**src/rtl/hpu_axil_pkg.sv**
```systemverilog
// Shared types and constants for the accelerator's AXI-Lite command master.
// Holds the FSM state encoding, the register map offsets and the AXI response codes.
package hpu_axil_pkg;

    typedef enum logic [2:0] {
        IDLE,
        WADDR,
        WRESP,
        RADDR,
        RDATA
    } state_t;

    localparam logic [11:0] REG_CTRL    = 12'h000;
    localparam logic [11:0] REG_CONTROL = 12'h010;

    localparam logic [1:0]  RESP_OKAY   = 2'b00;
    localparam logic [1:0]  RESP_SLVERR = 2'b10;

endpackage

```
**src/rtl/axil_cmd_master.sv**
```systemverilog
// AXI4-Lite master: turns one local command at a time into a single AXI-Lite write or read.
// A watchdog bounds every handshake wait and aborts with an error response when it expires.
module axil_cmd_master
    import hpu_axil_pkg::*;
#(
    parameter int ADDR_W  = 12,
    parameter int TIMEOUT = 1024
) (
    input  logic              AXIS_ACLK,
    input  logic              AXIS_ARESETN,

    input  logic              cmd_valid,
    output logic              cmd_ready,
    input  logic              cmd_write,
    input  logic [ADDR_W-1:0] cmd_addr,
    input  logic [31:0]       cmd_wdata,

    output logic              rsp_valid,
    output logic [31:0]       rsp_rdata,
    output logic              rsp_err,

    output logic [31:0]       M_AXI_AWADDR,
    output logic              M_AXI_AWVALID,
    input  logic              M_AXI_AWREADY,

    output logic [31:0]       M_AXI_WDATA,
    output logic [3:0]        M_AXI_WSTRB,
    output logic              M_AXI_WVALID,
    input  logic              M_AXI_WREADY,

    input  logic [1:0]        M_AXI_BRESP,
    input  logic              M_AXI_BVALID,
    output logic              M_AXI_BREADY,

    output logic [31:0]       M_AXI_ARADDR,
    output logic              M_AXI_ARVALID,
    input  logic              M_AXI_ARREADY,

    input  logic [31:0]       M_AXI_RDATA,
    input  logic [1:0]        M_AXI_RRESP,
    input  logic              M_AXI_RVALID,
    output logic              M_AXI_RREADY
);

    localparam int WD_W = $clog2(TIMEOUT) + 1;

    state_t            state;
    state_t            state_next;
    logic              aw_done;
    logic              w_done;
    logic [WD_W-1:0]   wd_count;
    logic              wd_expired;
    logic              accept;
    logic              aw_fire;
    logic              w_fire;
    logic              b_fire;
    logic              ar_fire;
    logic              r_fire;
    logic              rsp_fire;
    logic              rsp_err_next;
    logic [31:0]       rsp_rdata_next;
    logic              unused_bits;

    // Byte address is word-aligned and zero-extended onto the 32-bit bus.
    function automatic logic [31:0] word_addr(input logic [ADDR_W-1:0] a);
        logic [31:0] w;
        w = 32'(a);
        w[1:0] = 2'b00;
        return w;
    endfunction

    assign accept     = (state == IDLE) && cmd_valid && cmd_ready;
    assign aw_fire    = M_AXI_AWVALID && M_AXI_AWREADY;
    assign w_fire     = M_AXI_WVALID  && M_AXI_WREADY;
    assign b_fire     = M_AXI_BVALID  && M_AXI_BREADY;
    assign ar_fire    = M_AXI_ARVALID && M_AXI_ARREADY;
    assign r_fire     = M_AXI_RVALID  && M_AXI_RREADY;
    assign wd_expired = (state != IDLE) && (wd_count == WD_W'(TIMEOUT - 1));

    assign M_AXI_WSTRB = 4'hf;
    assign unused_bits = ^{cmd_addr[1:0], M_AXI_BRESP[0], M_AXI_RRESP[0]};

    always_ff @(posedge AXIS_ACLK or negedge AXIS_ARESETN) begin
        if (!AXIS_ARESETN) begin
            state <= IDLE;
        end else begin
            state <= state_next;
        end
    end

    // A handshake is always checked before the watchdog so a same-cycle response wins.
    always_comb begin
        state_next     = state;
        rsp_fire       = 1'b0;
        rsp_err_next   = 1'b0;
        rsp_rdata_next = 32'h0;
        unique case (state)
            IDLE: begin
                if (accept) begin
                    state_next = cmd_write ? WADDR : RADDR;
                end
            end
            WADDR: begin
                if ((aw_done || aw_fire) && (w_done || w_fire)) begin
                    state_next = WRESP;
                end else if (wd_expired) begin
                    state_next   = IDLE;
                    rsp_fire     = 1'b1;
                    rsp_err_next = 1'b1;
                end
            end
            WRESP: begin
                if (b_fire) begin
                    state_next   = IDLE;
                    rsp_fire     = 1'b1;
                    rsp_err_next = M_AXI_BRESP[1];
                end else if (wd_expired) begin
                    state_next   = IDLE;
                    rsp_fire     = 1'b1;
                    rsp_err_next = 1'b1;
                end
            end
            RADDR: begin
                if (ar_fire) begin
                    state_next = RDATA;
                end else if (wd_expired) begin
                    state_next   = IDLE;
                    rsp_fire     = 1'b1;
                    rsp_err_next = 1'b1;
                end
            end
            RDATA: begin
                if (r_fire) begin
                    state_next     = IDLE;
                    rsp_fire       = 1'b1;
                    rsp_err_next   = M_AXI_RRESP[1];
                    rsp_rdata_next = M_AXI_RDATA;
                end else if (wd_expired) begin
                    state_next   = IDLE;
                    rsp_fire     = 1'b1;
                    rsp_err_next = 1'b1;
                end
            end
            default: begin
                state_next = IDLE;
            end
        endcase
    end

    // Valids/readies decode from the state register, so reset or abort drops them at once.
    always_comb begin
        M_AXI_AWVALID = (state == WADDR) && !aw_done;
        M_AXI_WVALID  = (state == WADDR) && !w_done;
        M_AXI_BREADY  = (state == WRESP);
        M_AXI_ARVALID = (state == RADDR);
        M_AXI_RREADY  = (state == RDATA);
    end

    // cmd_ready stays low through the rsp_valid cycle and reopens one cycle later.
    always_ff @(posedge AXIS_ACLK or negedge AXIS_ARESETN) begin
        if (!AXIS_ARESETN) begin
            cmd_ready    <= 1'b0;
            rsp_valid    <= 1'b0;
            rsp_err      <= 1'b0;
            rsp_rdata    <= 32'h0;
            M_AXI_AWADDR <= 32'h0;
            M_AXI_WDATA  <= 32'h0;
            M_AXI_ARADDR <= 32'h0;
            aw_done      <= 1'b0;
            w_done       <= 1'b0;
            wd_count     <= '0;
        end else begin
            cmd_ready <= (state_next == IDLE) && !rsp_fire;
            rsp_valid <= rsp_fire;

            if (rsp_fire) begin
                rsp_err   <= rsp_err_next;
                rsp_rdata <= rsp_rdata_next;
            end

            if (accept) begin
                if (cmd_write) begin
                    M_AXI_AWADDR <= word_addr(cmd_addr);
                    M_AXI_WDATA  <= cmd_wdata;
                end else begin
                    M_AXI_ARADDR <= word_addr(cmd_addr);
                end
            end

            if (accept) begin
                aw_done <= 1'b0;
                w_done  <= 1'b0;
            end else begin
                if (aw_fire) begin
                    aw_done <= 1'b1;
                end
                if (w_fire) begin
                    w_done <= 1'b1;
                end
            end

            if (state_next != state) begin
                wd_count <= '0;
            end else if (state != IDLE) begin
                wd_count <= wd_count + WD_W'(1);
            end
        end
    end

endmodule
```
**config.mk**
```make
export PLATFORM = sky130hd
export DESIGN_NAME = axil_cmd_master
export DESIGN_NICKNAME = d
export VERILOG_FILES = /design/src/rtl/hpu_axil_pkg.sv /design/src/rtl/axil_cmd_master.sv
export SDC_FILE = /design/constraint.sdc
export NUM_CORES = 1
export LEC_CHECK = 0
export CORE_MARGIN = 2
export CORE_UTILIZATION = 38
export DETAILED_ROUTE_END_ITERATION = 8
export GPL_TIMING_DRIVEN = 1
export PLACE_DENSITY = 0.83
export SETUP_SLACK_MARGIN = 0.5
export SYNTH_ARGS = -nofsm -noshare
export SYNTH_HDL_FRONTEND = slang
export SYNTH_SLANG_ARGS = --single-unit
```
**constraint.sdc**
```tcl
create_clock -name AXIS_ACLK -period 2.16 [get_ports AXIS_ACLK]
set_input_delay 0.432 -clock AXIS_ACLK [delete_from_list [all_inputs] [get_ports AXIS_ACLK]]
set_output_delay 0.432 -clock AXIS_ACLK [all_outputs]
set_load 0.02 [all_outputs]
```
==> flow_metrics.env, run 1 <==
export IMPL_reg2reg_depth=6
export IMPL_ys_flop_type="dfrtp_1"
export IMPL_chipHeight_microns=114
export IMPL_routed_via_density=5.02
export IMPL_ys_seq_elements=103
export IMPL_areaGrowthSynthToFinish_pct=62.0
export IMPL_place_hpwl_microns=8090
export IMPL_syn_area_sq_um=4600
export IMPL_clock_fmax_ghz=0.511
export IMPL_start_util=0.386
export IMPL_cts_sinks=103
export IMPL_critPathRequiredTime_ns=2.38
export IMPL_crit_end="rsp_rdata[8]"
export IMPL_ioPinCount=229
export IMPL_crit_type="reg -> reg"
export IMPL_final_setup_tns_ns=0
export IMPL_synth_area_leader_cell="dfrtp_1"
export IMPL_drive_gt1_frac=0.256
export IMPL_yosysSeqAreaShare=0.560
export IMPL_drt_wl_total_microns=13400
export IMPL_cts_buffers=9
export IMPL_finalCriticalPeriod_ns=1.96
export IMPL_drtIter0Drc=179
export IMPL_critPathArrivalTime_ns=2.18
export IMPL_rows=40
export IMPL_clockRootBuffer="clkbuf_16"
export IMPL_hp_class="in -> async"
export IMPL_grt_pass1_vias=3660
export IMPL_vias=3640
export IMPL_setup_viol=0
export IMPL_yosys_warnings=0
export IMPL_num_antenna_cells=0
export IMPL_syn_avg_cell_area_sq_um=13.0
export IMPL_drc=0
export IMPL_tritoncts="built"
export IMPL_h_tree_depth=3
export IMPL_relSlewSlack=0.574
export IMPL_firstDrtPassIters=4
export IMPL_rr_startpoint="state[2]"
export IMPL_clkSlewWorstSetupHoldPaths_ns=0.07
export IMPL_cp_end_kind="register"
export IMPL_port_buffers=176
export IMPL_wl_per_cell_microns=18.4
export IMPL_worst_skew_pair_late_latency_ns=0.34
export IMPL_die_w_microns=114
export IMPL_start_kind="register"
export IMPL_leakage_nw=3.65
export IMPL_fin_crit_sh=0.906
export IMPL_grt_usage=0.204
export IMPL_irDropWorstVdd_mv=0.717
export IMPL_ys_top_cells_by_area="dfrtp_1 56%, mux2_1 12%, buf_4 8.0%"
export IMPL_grt_setup_unrepaired="yes"
export IMPL_reg2reg_to="rsp_rdata[8]"
export IMPL_antenna_found_initial=0
export IMPL_synth_edf_count=0
export IMPL_finalClockSkew_ns=0.00978
export IMPL_final_nets=663
export IMPL_cp_startpoint="state[2]"
export IMPL_slew_violations=0
export IMPL_gp_congestion=0.781
export IMPL_syn_inst=355
export IMPL_drv_cap=0
export IMPL_grt_pass1_wl_microns=20500
export IMPL_synth_top_area_frac=0.560
export IMPL_async_flop_share=1.00
export IMPL_path_max_fanout=8
export IMPL_worst_pin_slew_ns=0.639
export IMPL_finalHoldViolCount=0
export IMPL_power_density_nw_per_um2=1380
export IMPL_status="finished, final reports clean"
export IMPL_core_sq_um=11900
export IMPL_rrSetupSlack_ns=0.20
export IMPL_die_area_sq_um=13000
export IMPL_synthDistinctLibCells=45
export IMPL_p_total_mw=10.3
export IMPL_grt_max_degree=60
export IMPL_postRouteAntennaNets=0
export IMPL_cts_buffer_depth=2
export IMPL_gr_total_overflow=0
-- stage by stage --
stage                     std cells  cell area (sq um)   util  worst slack [ns]  hold slack, ns
final                           725               7460  0.626             0.203           0.459
after global routing            725               7460  0.626             0.183           0.481
after CTS                       715               7290  0.612             0.274           0.469
after detailed placement        670               6490  0.545            -0.210           0.276
after global placement          670               6490  0.545            -0.142           0.273
after floorplan                 401               4900      -             0.427           0.136
-- registers in the layout (all words and copies together), names as in the netlist --
name,count
M_AXI_WDATA,32
rsp_rdata,32
wd_count,11
M_AXI_ARADDR,10
M_AXI_AWADDR,10
state,3
aw_done,1
cmd_ready,1
rsp_err,1
rsp_valid,1
w_done,1
-- cell families after synthesis --
logic type / after synthesis / share of synthesized area
other: 2 / 0.00163
AND/OR/NAND/NOR: 60 / 0.0718
flip-flops: 103 / 0.560
multiplexers: 53 / 0.129
AO/OA/AOI/OAI: 54 / 0.102
adder cells (fa/ha/maj): 1 / 0.00272
XOR/XNOR: 10 / 0.0190
buffers and inverters: 72 / 0.114
-- worst max-delay path, stage by stage, from the launching register on --
cell	delay, ns
dfrtp_1	0.44
buf_6	0.15
buf_4	0.17
nor3_4	0.09
buf_4	0.15
or4_4	0.59
a32o_1	0.26
-- layout make-up --
| class | instances | area [sq um] |
|---|---|---|
| Inverter | 2 | 11.3 |
| Clock inverter | 5 | 81.3 |
| Fill cell | 921 | 4450 |
| Timing Repair Buffer | 226 | 2300 |
| Clock buffer | 11 | 233 |
| Sequential cell | 103 | 2580 |
| Multi-Input combinational cell | 231 | 2070 |
| Tap cell | 147 | 184 |
-- layer usage --
metal / wire (microns) / GRT usage / up-vias
met4: 152 / 0.0618 / 0
li1: - / - / 1648
met5: 0 / 0 / -
met2: 6950 / 0.348 / 143
met3: 741 / 0.0376 / 16
met1: 5530 / 0.266 / 1833
-- cells in the mapped netlist, types with 2 or more instances --
cell type	n
inv_1	2
dfrtp_1	103
o22ai_1	3
nand4_1	2
nor2b_1	3
nor4_1	2
xor2_1	2
buf_2	8
buf_4	49
xnor2_1	8
mux2_1	51
nor3_1	10
nor3b_1	3
conb_1	2
a32oi_1	2
clkbuf_1	5
buf_6	8
nand2_1	9
a32o_1	32
a21oi_1	7
o21bai_1	2
nor2_1	16
and2_1	2
nand2b_1	3
-- cell usage in the layout (no fill, tap or decap), drive strengths merged, types with 2 or more instances in the layout --
cell type	synthesis	final
dlygate4sd2	0	88
o22ai	3	3
nor3b	3	3
nand2	10	10
conb	2	48
a32o	32	32
o21bai	2	2
dfrtp	103	103
clkdlybuf4s50	0	81
mux2	52	52
and2	2	2
nand2b	3	3
or4	1	6
xnor2	8	8
nor3	11	11
clkinvlp	0	2
a21oi	7	7
a32oi	2	2
clkbuf	5	11
nor2b	3	3
inv	2	2
bufinv	0	2
xor2	2	2
buf	65	55
nand4	3	3
nor2	17	17
nor4	2	2
o21ai	3	3
-- where the power goes --
part / switching (mW) / internal (mW)
clock network: 0.707 / 1.02
registers: 0.519 / 2.80
logic: 2.59 / 2.64
total: 3.81 / 6.46
-- repair_timing --
action | in CTS | in global routing
setup buffers | 17 | 8
pin swaps | 13 | 8
endpoints found under the setup margin | 189 | 106
gates resized for setup | 167 | 21
hold buffers | 1 | 0
gates cloned | 11 | 2
endpoints found under the hold margin | 9 | 0
-- worst min-delay path by stage --
stage                 startpoint          endpoint  slack (ns)
floorplan           AXIS_ARESETN  M_AXI_ARADDR[10]        0.14
global placement    AXIS_ARESETN     rsp_rdata[25]        0.27
detailed placement  AXIS_ARESETN     rsp_rdata[30]        0.28
CTS                 AXIS_ARESETN     rsp_rdata[29]        0.47
global route        AXIS_ARESETN     rsp_rdata[27]        0.48
finish              AXIS_ARESETN     rsp_rdata[29]        0.46
No activity file was read; power rests on OpenSTA's default activity.
==> inputs of run 2 (changes only) <==
CORE_UTILIZATION = 35   (was 38)
PLACE_DENSITY = 0.78   (was 0.83)
==> flow_metrics.env, run 2 (synthesis results as in run 1) <==
export IMPL_crit_type="reg -> reg"
export IMPL_path_max_fanout=8
export IMPL_ioPinCount=229
export IMPL_status="finished, final reports clean"
export IMPL_critPathArrivalTime_ns=2.16
export IMPL_grt_pass1_wl_microns=20600
export IMPL_cp_startpoint="state[2]"
export IMPL_p_total_mw=10.2
export IMPL_drt_wl_total_microns=14200
export IMPL_grt_usage=0.186
export IMPL_clockRootBuffer="clkbuf_16"
export IMPL_rows=41
export IMPL_worst_skew_pair_late_latency_ns=0.34
export IMPL_clkSlewWorstSetupHoldPaths_ns=0.06
export IMPL_setup_viol=0
export IMPL_drive_gt1_frac=0.278
export IMPL_grt_setup_unrepaired="yes"
export IMPL_routed_via_density=5.01
export IMPL_cts_buffer_depth=2
export IMPL_chipHeight_microns=119
export IMPL_cts_buffers=9
export IMPL_h_tree_depth=3
export IMPL_start_kind="register"
export IMPL_final_nets=663
export IMPL_drc=0
export IMPL_fin_util=0.587
export IMPL_final_cell_mix="101 x dfrtp_1, 89 x dlygate4sd2_1, 81 x clkdlybuf4s50_1"
export IMPL_path_cells="buf_6, clkinvlp_4, o2111ai_4, or4_4, a32o_1"
export IMPL_num_antenna_cells=0
export IMPL_largest_registers="M_AXI_WDATA (32), rsp_rdata (32), wd_count (11)"
export IMPL_fillers=1048
export IMPL_start_util=0.362
export IMPL_firstDrtPassIters=4
export IMPL_power_density_nw_per_um2=1360
export IMPL_multiInputGateArea_sq_um=2160
export IMPL_rr_startpoint="state[2]"
export IMPL_worst_pin_slew_ns=0.554
export IMPL_postRouteAntennaNets=0
export IMPL_die_area_sq_um=14100
export IMPL_grt_max_degree=41
export IMPL_gr_total_overflow=0
export IMPL_relSlewSlack=0.631
export IMPL_critPathSlowestCell="or4_4"
export IMPL_crit_buf_inv=2
export IMPL_antenna_found_initial=0
export IMPL_irDropWorstVdd_mv=0.783
export IMPL_hold_buffers=0
export IMPL_place_hpwl_microns=8540
export IMPL_vias=3742
export IMPL_finalHoldViolCount=0
export IMPL_critPathTopFamily="simple AND/OR/NAND/NOR gates"
export IMPL_critPathRequiredTime_ns=2.39
export IMPL_grt_pass1_vias=3918
export IMPL_mostFrequentLayoutCell="dfrtp_1"
export IMPL_leakage_nw=3.60
export IMPL_slew_violations=0
export IMPL_fin_crit_sh=0.896
export IMPL_clock_fmax_ghz=0.516
export IMPL_gp_congestion=0.767
export IMPL_areaGrowthSynthToFinish_pct=62.2
export IMPL_cts_sinks=103
export IMPL_seq_area_sq_um=2580
export IMPL_cpPeakStageDelay_ns=0.63
export IMPL_core_sq_um=12700
export IMPL_finalCriticalPeriod_ns=1.94
export IMPL_finalClockSkew_ns=0.00772
export IMPL_drtIter0Drc=236
export IMPL_drv_cap=0
export IMPL_cp_end_kind="register"
export IMPL_wl_per_cell_microns=19.0
export IMPL_hp_class="in -> async"
export IMPL_tritoncts="built"
export IMPL_die_w_microns=119
export IMPL_port_buffers=176
## run 2: area by class of cell
type                            instances  share of cell area
Inverter                                2             0.00151
Clock inverter                          2             0.00469
Multi-Input combinational cell        231               0.290
Timing Repair Buffer                  226               0.299
Clock buffer                           11              0.0312
Sequential cell                       103               0.346
Tap cell                              172              0.0288
## run 2: per-stage QoR
step	hold slack, ns	area (sq um)	TNS [ns]	setup slack, ns	cells
finish	0.0746	7470	0	0.224	747
detailed placement	0.467	6560	-4.56	-0.184	700
CTS	0.0890	7080	0	0.274	736
global placement	0.459	6560	-4.20	-0.163	700
global route	0.107	7470	0	0.158	747
floorplan	0.136	4900	0	0.427	401
## run 2: report_power, final
part,switching [mW],internal (mW)
logic,2.68,2.62
clock network,0.664,0.878
registers,0.518,2.81
total,3.86,6.31
## run 2: repair_timing
action / 4_1_cts / 5_1_grt
buffers inserted: 17 / 5
resized for setup: 163 / 55
pin swaps: 20 / 16
hold endpoints to repair: 0 / 0
cloned: 6 / 6
setup endpoints to repair: 189 / 105
## run 2: path summary, 6_finish.rpt
path | cells after the start | slack [ns] | endpoint
worst max-delay path | 5 | 0.22 | rsp_rdata[14]
worst min-delay path | 1 | 0.07 | state[2]
worst max register to register | 5 | 0.22 | rsp_rdata[14]
worst min register to register | 1 | 0.49 | M_AXI_ARADDR[9]
max in group asynchronous | 2 | 1.39 | M_AXI_WDATA[15]
min in group AXIS_ACLK | 1 | 0.49 | M_AXI_ARADDR[9]
## run 2: per-layer routing
layer / vias up / track usage / wire (microns)
li1: 1633 / - / -
met1: 1898 / 0.207 / 5540
met2: 188 / 0.332 / 7480
met3: 23 / 0.0642 / 908
met4: 0 / 0.0551 / 273
met5: - / 0 / 0
==> inputs of run 3 (changes only) <==
GPL_ROUTABILITY_DRIVEN = 0   (was not set)
clock period = 2.5 ns   (was 2.16 ns; I/O delays follow)
==> flow_metrics.env, run 3 (synthesis results as in run 1) <==
export IMPL_status="finished, final reports clean"
export IMPL_critPathArrivalTime_ns=2.27
export IMPL_final_setup_tns_ns=0
export IMPL_finalCriticalPeriod_ns=2.04
export IMPL_final_nets=628
export IMPL_rows=41
export IMPL_mostFrequentLayoutCell="clkdlybuf4s50_1"
export IMPL_path_max_fanout=9
export IMPL_core_sq_um=12700
export IMPL_rrSetupSlack_ns=0.53
export IMPL_postRouteAntennaNets=0
export IMPL_fillers=1112
export IMPL_grt_pass1_wl_microns=17800
export IMPL_relSlewSlack=0.588
export IMPL_h_tree_depth=3
export IMPL_vias=3413
export IMPL_critPathSlowestCell="or4_4"
export IMPL_drv_cap=0
export IMPL_finalClockSkew_ns=0.00641
export IMPL_clkSlewWorstSetupHoldPaths_ns=0.07
export IMPL_timing_hold_ws_ns=0.105
export IMPL_cts_buffer_depth=2
export IMPL_routed_via_density=4.77
export IMPL_drt_wl_total_microns=11500
export IMPL_irDropWorstVdd_mv=0.689
export IMPL_grt_setup_unrepaired="yes"
export IMPL_ioPinCount=229
export IMPL_power_density_nw_per_um2=1240
export IMPL_leakage_nw=2.92
export IMPL_final_cell_mix="170 x clkdlybuf4s50_1, 100 x dfrtp_1, 51 x mux2_1"
export IMPL_cp_end_kind="register"
export IMPL_grt_pass1_vias=3469
export IMPL_critPathRequiredTime_ns=2.73
export IMPL_start_kind="primary input"
export IMPL_reg2reg_to="rsp_rdata[18]"
export IMPL_drc=0
export IMPL_areaGrowthSynthToFinish_pct=48.3
export IMPL_drive_gt1_frac=0.116
export IMPL_die_w_microns=119
export IMPL_slew_violations=0
export IMPL_worst_skew_pair_late_latency_ns=0.35
export IMPL_dpl_cell_count=690
export IMPL_finalHoldViolCount=0
export IMPL_hp_class="in -> async"
export IMPL_crit_type="in -> reg"
export IMPL_gr_total_overflow=0
export IMPL_num_antenna_cells=0
export IMPL_place_hpwl_microns=8120
export IMPL_cpPeakStageDelay_ns=0.58
export IMPL_die_area_sq_um=14100
export IMPL_setup_viol=0
export IMPL_largest_registers="M_AXI_WDATA (32), rsp_rdata (32), wd_count (11)"
export IMPL_chipHeight_microns=119
export IMPL_dpl_cell_area_sq_um=6360
export IMPL_worst_pin_slew_ns=0.618
export IMPL_fin_crit_sh=0.816
export IMPL_stdcell_count=715
export IMPL_port_buffers=176
export IMPL_grt_usage=0.161
export IMPL_rr_startpoint="wd_count[0]"
export IMPL_wl_per_cell_microns=16.1
export IMPL_reg2reg_depth=4
export IMPL_clockRootBuffer="clkbuf_16"
export IMPL_cts_buffers=9
export IMPL_firstDrtPassIters=4
export IMPL_cts_sinks=103
export IMPL_clock_fmax_ghz=0.490
export IMPL_cp_startpoint="M_AXI_AWREADY"
export IMPL_antenna_found_initial=0
export IMPL_design_area_sq_um=6830
export IMPL_path_cells="clkdlybuf4s50_1, o22ai_2, o2111ai_2, or4_4, a32o_1"
export IMPL_grt_max_degree=43
export IMPL_tritoncts="built"
export IMPL_start_util=0.362
export IMPL_drtIter0Drc=151
==> run 3: where the power goes <==
| part | total [mW] | switching [mW] | internal (mW) |
|---|---|---|---|
| Combinational | 4.02 | 1.99 | 2.04 |
| Clock | 1.60 | 0.621 | 0.982 |
| Sequential | 2.84 | 0.416 | 2.42 |
| Total | 8.46 | 3.02 | 5.44 |
==> run 3: worst max path at each step <==
| stage | end | slack [ns] | cells past startpoint |
|---|---|---|---|
| 6_report | rsp_rdata[18] | 0.46 | 5 |
| 5_1_grt | rsp_rdata[23] | 0.42 | 4 |
| 4_1_cts | wd_count[1] | 0.42 | 5 |
| 3_5_place_dp | rsp_rdata[18] | 0.03 | 5 |
| 3_3_place_gp | rsp_rdata[24] | 0.07 | 5 |
| 2_1_floorplan | rsp_rdata[10] | 0.57 | 6 |
==> run 3: worst max-delay path, delay by kind of cell <==
| family | cells | cell delay (ns) |
|---|---|---|
| and+or+nand+nor | 1 | 0.58 |
| buffers and inverters | 1 | 0.43 |
| AOI/OAI and AO/OA | 3 | 0.74 |
==> run 3: per-layer routing <==
metal / wire, microns / track usage / share of wire / vias up
met5: 0 / 0 / 0 / -
met3: 701 / 0.0545 / 0.061 / 19
met2: 6120 / 0.283 / 0.53 / 134
met1: 4490 / 0.182 / 0.39 / 1697
met4: 225 / 0.0558 / 0.020 / 0
li1: - / - / - / 1563
==> run 3: final cells by class <==
cell class / instances / area, sq um / share of cell area
repair buffers: 193 / 1910 / 0.280
well taps: 172 / 215 / 0.0315
clock buffers: 9 / 225 / 0.0330
multi-input cells: 229 / 1770 / 0.259
clock inverters: 7 / 120 / 0.0176
flip-flops and latches: 103 / 2580 / 0.378
inverters: 2 / 7.51 / 0.00110
==> run 3: what timing repair did <==
action / in CTS / in global routing
buffers inserted: 4 / 2
endpoints found under the setup margin: 38 / 96
hold buffers: 0 / 0
cloned: 2 / 1
pin swaps: 2 / 1
gates resized for setup: 28 / 12
==> run 3: stage by stage <==
step | setup slack, ns | util | power [mW]
final | 0.460 | 0.537 | 8.46
after global routing | 0.423 | 0.537 | 8.90
after CTS | 0.417 | 0.533 | 8.50
after detailed placement | 0.0268 | 0.500 | 6.80
after global placement | 0.0710 | 0.500 | 6.67
after floorplan | 0.568 | - | 4.88
==> variant (config.mk and constraints of run 1) <==
Make the reset (`AXIS_ARESETN`) synchronous in 2 clocked blocks.
--- a/src/rtl/axil_cmd_master.sv
+++ b/src/rtl/axil_cmd_master.sv
@@ -81,5 +81,5 @@
     assign unused_bits = ^{cmd_addr[1:0], M_AXI_BRESP[0], M_AXI_RRESP[0]};
 
-    always_ff @(posedge AXIS_ACLK or negedge AXIS_ARESETN) begin
+    always_ff @(posedge AXIS_ACLK) begin
         if (!AXIS_ARESETN) begin
             state <= IDLE;
@@ -158,5 +158,5 @@
 
     // cmd_ready stays low through the rsp_valid cycle and reopens one cycle later.
-    always_ff @(posedge AXIS_ACLK or negedge AXIS_ARESETN) begin
+    always_ff @(posedge AXIS_ACLK) begin
         if (!AXIS_ARESETN) begin
             cmd_ready    <= 1'b0;
Check against the original RTL: differs if AXIS_ARESETN is asserted again (counterexample within 4 cycles, from zero or initial values and one cycle with AXIS_ARESETN low); with AXIS_ARESETN held inactive, the same outputs for 10 cycles.
==> variant against run 1 <==
  * First-iteration DRC count is 16% lower
  * Critical path depth stayed put
  * Wire length is 3.4% lower
  * Worst setup slack better by 0.11 ns
  * Final area is 5.1% lower
  * Sequential cell count stayed put
  * Area after synthesis is 4.4% lower
Power is not compared: it rests on default switching activity, and its combinational part moved more than twofold at a synthesized area within 25%.
==> variant: results (changes against run 1) <==
Global routing usage on met2: 0.318 (was 0.348)
Xor-xnor portion of the synthesized cell area: 0.0199 (was 0.0190)
Largest net degree at the start of global routing: 33 (was 60)
Via Count: 4009 (was 3640)
Total area of multi-input combinational cells: 2330 um2 (was 2070 um2)
Final nets: 767 (was 663)
Inverter count of the layout excluding clock inverters: 4 (was 2)
Finished Layout Cells: 825 (was 725)
Critical Path Slowest Stage Cell: or3b_4 (was or4_4)
Total track usage: 0.185 (was 0.204)
Adder-cell share of the synthesized area: 0.00284 (was 0.00272)
Share of async-settable or async-resettable flops after synthesis: 0 (was 1.00)
Maximum fanout encountered on the critical timing path: 6 (was 8)
Stage delay of the slowest cell on the critical path: 0.44 ns (was 0.59 ns)
Post-Syn Area per Cell: 9.34 um2 (was 13.0 um2)
Crit-path leading delay family: compound AO/OA/AOI/OAI gates (was simple AND/OR/NAND/NOR gates)
Detailed router's first-iteration violation count: 151 (was 179)
Result of the run: complete, no violations (unchanged)
Storage cell area: 2080 um2 (was 2580 um2)
Seq/Total Area, Yosys: 0.469 (was 0.560)
Estimated wirelength of the detail-placed design: 8310 um (was 8090 um)
GPL Wtd Cong: 0.863 (was 0.781)
Min-delay worst type: flip-flop to flip-flop (was input pin to async pin)
Filler cell count in the final layout: 922 (was 921)
Worst Setup SP: state[0]$_SDFF_PN0_ (was state[2]$_DFF_PN0_)
Clock network share of area: 0.0391 (was 0.0421)
Slack of the worst reg-to-reg path: 0.31 ns (was 0.20 ns)
Met3 wirelength from detailed routing: 961 um (was 741 um)
Grt met1 use: 0.212 (was 0.266)
Fraction of area in multi-input gates: 0.329 (was 0.278)
Number of global-route vias before repair: 3775 (was 3660)
Compound-Gate Fraction of Synth Area: 0.179 (was 0.102)
DP Cell Count: 779 (was 670)
Buffers, non-clock: 225 (was 226)
Non-clock buffer contribution to total cell area: 0.311 (was 0.308)
Total placed instance area: 6150 um2 (was 6490 um2)
Routed wire length per instance: 15.7 um (was 18.4 um)
Multi-In Gates: 334 (was 231)
Met2 WL: 6630 um (was 6950 um)
Wire length of the first global-routing pass: 18700 um (was 20500 um)
Setup clock skew after layout: 0.00752 ns (was 0.00978 ns)
Wl on met1: 5080 um (was 5530 um)
Worst path arrival time: 2.08 ns (was 2.18 ns)
Met3 Usage GRT: 0.0762 (was 0.0376)
Worst hold margin: 0.445 ns (was 0.459 ns)
Share of layout cells above drive strength 1: 0.213 (was 0.256)
[variant: cell count changes after synthesis, moves of 7 or more]
cell / change
a21boi_1: +40
a22o_1: +32
a32o_1: -32
dfrtp_1: -103
dfxtp_1: +103
mux2_1: -51
mux2i_1: +9
nand2_1: +83
nor2_1: +8
nor2b_1: +9
nor3_1: -7
[variant: what timing repair did]
action / CTS / global route
hold buffers: 0 / 0
pin swaps: 6 / 45
buffers inserted: 9 / 14
cloned: 1 / 6
gates resized for setup: 144 / 90
setup endpoints to repair: 192 / 105
[variant: where the power goes]
part / leakage (nW) / switching [mW] / internal (mW)
Sequential: 0.836 / 0.0378 / 1.95
Clock: 0.132 / 0.695 / 0.811
Combinational: 2.24 / 0.451 / 0.411
[variant: worst min-delay path, delay by kind of cell (launching register included)]
family | cells | cell delay (ns)
DFF | 1 | 0.31
and+or+nand+nor | 1 | 0.05
AOI/OAI and AO/OA | 1 | 0.05
